**src/rtl/idex_stage_reg.sv**
```systemverilog
// ID/EX pipeline register with stall, flush, valid tracking,
// load-use hazard detection and a saturating bubble counter.
module idex_stage_reg #(
   parameter int DATA_WIDTH     = 32,
   parameter int REG_ADDR_WIDTH = 5,
   parameter int ALU_CTRL_WIDTH = 4,
   parameter int JMP_WIDTH      = 28,
   parameter int CNT_WIDTH      = 16
) (
   input  logic                      clk,
   input  logic                      reset,
   input  logic                      stall_i,
   input  logic                      flush_i,
   input  logic                      valid_i,
   input  logic                      uses_rt_i,
   input  logic [7:0]                ctrl_i,
   input  logic [DATA_WIDTH-1:0]     pc_i,
   input  logic [DATA_WIDTH-1:0]     read_data_1_i,
   input  logic [DATA_WIDTH-1:0]     read_data_2_i,
   input  logic [DATA_WIDTH-1:0]     immediate_extend_i,
   input  logic [JMP_WIDTH-1:0]      jmp_target_i,
   input  logic [4:0]                shamt_i,
   input  logic [ALU_CTRL_WIDTH-1:0] alu_ctrl_i,
   input  logic [REG_ADDR_WIDTH-1:0] write_register_i,
   input  logic [REG_ADDR_WIDTH-1:0] rs_i,
   input  logic [REG_ADDR_WIDTH-1:0] rt_i,
   input  logic [REG_ADDR_WIDTH-1:0] rd_i,
   output logic [7:0]                ctrl_o,
   output logic [DATA_WIDTH-1:0]     pc_o,
   output logic [DATA_WIDTH-1:0]     read_data_1_o,
   output logic [DATA_WIDTH-1:0]     read_data_2_o,
   output logic [DATA_WIDTH-1:0]     immediate_extend_o,
   output logic [JMP_WIDTH-1:0]      jmp_target_o,
   output logic [4:0]                shamt_o,
   output logic [ALU_CTRL_WIDTH-1:0] alu_ctrl_o,
   output logic [REG_ADDR_WIDTH-1:0] write_register_o,
   output logic [REG_ADDR_WIDTH-1:0] rs_o,
   output logic [REG_ADDR_WIDTH-1:0] rt_o,
   output logic [REG_ADDR_WIDTH-1:0] rd_o,
   output logic                      valid_o,
   output logic                      hazard_o,
   output logic [CNT_WIDTH-1:0]      bubble_count_o
);

   localparam logic [CNT_WIDTH-1:0] CNT_ONE = CNT_WIDTH'(1);

   logic wr_nz;
   logic rs_hit;
   logic rt_hit;
   logic bubble;
   logic cnt_sat;

   assign wr_nz   = |write_register_o;
   assign rs_hit  = (write_register_o == rs_i);
   assign rt_hit  = uses_rt_i & (write_register_o == rt_i);
   assign cnt_sat = &bubble_count_o;

   assign hazard_o = valid_o & ctrl_o[2] & valid_i & wr_nz
                     & (rs_hit | rt_hit);

   assign bubble = flush_i | hazard_o;

   always_ff @(posedge clk) begin
      if (reset || (!stall_i && bubble)) begin
         ctrl_o             <= '0;
         pc_o               <= '0;
         read_data_1_o      <= '0;
         read_data_2_o      <= '0;
         immediate_extend_o <= '0;
         jmp_target_o       <= '0;
         shamt_o            <= '0;
         alu_ctrl_o         <= '0;
         write_register_o   <= '0;
         rs_o               <= '0;
         rt_o               <= '0;
         rd_o               <= '0;
         valid_o            <= 1'b0;
      end else if (!stall_i) begin
         ctrl_o             <= ctrl_i;
         pc_o               <= pc_i;
         read_data_1_o      <= read_data_1_i;
         read_data_2_o      <= read_data_2_i;
         immediate_extend_o <= immediate_extend_i;
         jmp_target_o       <= jmp_target_i;
         shamt_o            <= shamt_i;
         alu_ctrl_o         <= alu_ctrl_i;
         write_register_o   <= write_register_i;
         rs_o               <= rs_i;
         rt_o               <= rt_i;
         rd_o               <= rd_i;
         valid_o            <= valid_i;
      end
   end

   // Counter only moves on edges that really insert a bubble.
   always_ff @(posedge clk) begin
      if (reset) begin
         bubble_count_o <= '0;
      end else if (!stall_i && bubble && !cnt_sat) begin
         bubble_count_o <= bubble_count_o + CNT_ONE;
      end
   end

endmodule

```
**config.mk**
```make
export PLATFORM = sky130hd
export DESIGN_NAME = idex_stage_reg
export DESIGN_NICKNAME = d
export VERILOG_FILES = /design/src/rtl/idex_stage_reg.sv
export SDC_FILE = /design/constraint.sdc
export NUM_CORES = 1
export LEC_CHECK = 0
export ABC_AREA = 1
export CAP_MARGIN = 15
export CORE_AREA = 4 4 159 161
export CTS_BUF_LIST = sky130_fd_sc_hd__clkbuf_4
export CTS_CLUSTER_SIZE = 12
export DETAILED_ROUTE_END_ITERATION = 8
export DIE_AREA = 0 0 163 165
export PLACE_DENSITY_LB_ADDON = 0.25
export SYNTH_ARGS = -nofsm -noshare
export SYNTH_HDL_FRONTEND = slang
export SYNTH_SLANG_ARGS = --single-unit
```
**constraint.sdc**
```tcl
create_clock -name clk -period 2 [get_ports clk]
set_clock_uncertainty 0.05 [all_clocks]
set_input_delay 0.3 -clock clk [delete_from_list [all_inputs] [get_ports clk]]
set_output_delay 0.3 -clock clk [all_outputs]
set_load 0.02 [all_outputs]
```
==> metrics.txt, run 1 <==
count leader, synth=nand2_1; core footprint=24000 sq um; Pre-antenna DRT Iters=4; Yosys top cell by area=dfxtp_1; Residual DRC=0; Setup CP Type=flip-flop to output port; synthesis warning total=0; setup ws final=-84.7 ps; clock latency on the worst-skew pair=680 ps; Final Hold Fails=0; #FFs+latches synth=210; Slowest cell on crit path=dfxtp_2; violated checks=negative setup slack; Async SR Flop Fraction=0%; fmax=480 MHz; most used flip-flop cell after synthesis=dfxtp_1; Leak Pwr=6.19 nW; clock slew at reported path FFs=70 ps; syn_area_per_cell=7.48 sq um; Post-DRT Antenna Nets=0; status=finished, violations left; die height=165 um; Slew Viols, Final=0; vias in the first global route=8049; initial antenna violation count=2; EDFF count, synth=0; crit path time final=2080 ps; # fillers=2428; CTS Buf Count=56; Max Cap Viol=0; synthesized net count=1279; layout cells sized above 1=11.0%; clk buf depth=3; Finished Cell Area=13100 sq um; CTS root buf=clkbuf_4; wire length per cell=14.9 um; period utilisation layout=104%; count of cell types in the netlist=21; Yosys top cell area share=52.1%; Placed Instance Area=12500 sq um; pwr/cell area=740 nW/um^2; Cell Count, Final, Fillers Out=1868; area growth from synthesis to layout=61.8%; CTS HTree Levels=2; synthesized instance count=1079; Hold Crit Class=input port to flip-flop; final setup fails=1; NumNets Final=1706; Worst Setup Start Kind=flip-flop; worst endpoint required time=1650 ps; worst relative slew slack=69.7%; dpl cells=1770; starting density of the core=33.7%; die area=26900 sq um; RSZ-0062 raised after global routing=yes; synth top area cells=dfxtp_1, nand2_1, a21oi_1; Clock Sinks=210; most numerous cell on the critical path=nand2_1; first-pass GRT wire length=41200 um; total routed wirelength=27800 um; via density per instance=4.53; IR drop worst, VDD=0.000515 V; worst path cell trace=inv_2 > nand2_1 > nand2_1 > nor2_1 > nand3_1 > nand2_1 > nand2_2 > inv_2 > buf_6; pin count of the biggest net entering global routing=101; vias post-DR=8468; nature of the critical path endpoint=output port; RePlAce Congestion=0.864; port bufs=409; CTS tree=yes; reg-to-reg setup timing slack=40 ps; GRT Total Usage=18.9%; IO Count=410; Post-Syn Area=8070 sq um; CP Max Fanout=4; Die Span X=163 um; dpl hpwl=19900 um; total grt overflow=0; register area share after synthesis=52.1%; Worst Tran Pin Value=454 ps; synth cell count leaders=nand2_1, dfxtp_1, a21oi_1; crit path DAT=1730 ps; num rows=57; slowest stage delay, CP=360 ps; DR iter-0 viols=407
timing repair:
| action | 4_1_cts | 5_1_grt |
|---|---|---|
| setup endpoints to repair | 202 | 14 |
| setup buffers | 0 | 1 |
| hold buffers | 1 | 0 |
| hold endpoints to repair | 3 | 0 |
| pin swaps | 2 | 7 |
| gates resized for setup | 214 | 20 |
critical path, delay by kind of cell (launching register included):
kind / cells / cell delay (ps)
simple gates: 6 / 480
flops: 1 / 360
buf+inv: 3 / 220
power by group:
part	internal [mW]	switching, mW	leakage, nW
Clock	1.95	1.70	0.414
Sequential	4.37	0.0961	1.72
Combinational	0.739	0.811	4.05
Total	7.06	2.60	6.19
layout by cell type, fill, tap and decap left out, types with 2 or more instances in the layout:
cell,count
nand2_1,446
dfxtp_1,205
dlygate4sd2_1,201
clkdlybuf4s50_1,197
a21oi_1,151
clkbuf_4,87
nor2_1,54
inv_1,44
a21oi_2,31
nand3_1,24
buf_4,16
o21ai_0,14
nand4_1,13
buf_12,11
dlymetal6s2s_1,9
clkinv_1,6
inv_2,5
nand2_2,5
nor3_1,4
dfxtp_4,3
xnor2_1,2
buf_6,2
dfxtp_2,2
flip-flops by register name, summed over array words and instances (netlist names):
signal,flops
immediate_extend_o,32
pc_o,32
read_data_1_o,32
read_data_2_o,32
jmp_target_o,28
bubble_count_o,16
ctrl_o,8
rd_o,5
rs_o,5
rt_o,5
shamt_o,5
write_register_o,5
alu_ctrl_o,4
valid_o,1
cell type report:
class / count / area [sq um] / share of cell area, %
repair buffers: 438 / 4250 / 32.5
flip-flops and latches: 210 / 4220 / 32.3
multi-input cells: 749 / 3300 / 25.3
clock buffers: 87 / 653 / 5.00
well taps: 324 / 405 / 3.10
inverters: 51 / 199 / 1.52
clock inverters: 8 / 35.0 / 0.268
diodes: 1 / 2.50 / 0.0192
cells by family (layout without fill, tap and decap cells):
logic type / after synthesis / count (layout) / synth area share (%)
AOI/OAI and AO/OA: 196 / 196 / 13.6
xor gates and xnor gates: 2 / 2 / 0.217
adders and majority gates: 1 / 1 / 0.155
buffers and inverters: 120 / 584 / 7.30
DFF: 210 / 210 / 52.1
other: 0 / 1 / 0
and+or+nand+nor: 550 / 550 / 26.7
metrics by stage:
stage	total power, mW	worst slack [ps]	hold WS, ps	setup TNS [ps]	utilization, %
final	9.67	-84.7	122	-84.7	54.5
after global routing	10.2	-221	59.1	-4490	54.5
after CTS	9.84	-103	51.2	-103	54.2
after detailed placement	6.25	-278	404	-35270	52.3
after global placement	6.23	-241	400	-26830	52.3
after floorplan	5.30	297	322	0	-
metal layers:
layer  vias up  share of wire, %  track usage, %
li1       4307                 -               -
met1      3744                38            19.9
met4         2               3.7            8.50
met5         -             0.068               0
met3        77                11            8.68
met2       338                48            32.6
worst paths after layout:
path	start	end	depth (start not counted)
min	pc_i[12]	pc_o[12]	3
max	write_register_o[3]	hazard_o	9
min reg2reg	read_data_2_o[10]	read_data_2_o[10]	2
max reg2reg	write_register_o[3]	write_register_o[4]	14
No activity file was read; power rests on OpenSTA's default activity.
==> run 2: changes to the inputs <==
- GPL_ROUTABILITY_DRIVEN: default -> 0
==> results of run 2 <==
Same layout as run 1: the final DEF is identical, and so are final timing and power.
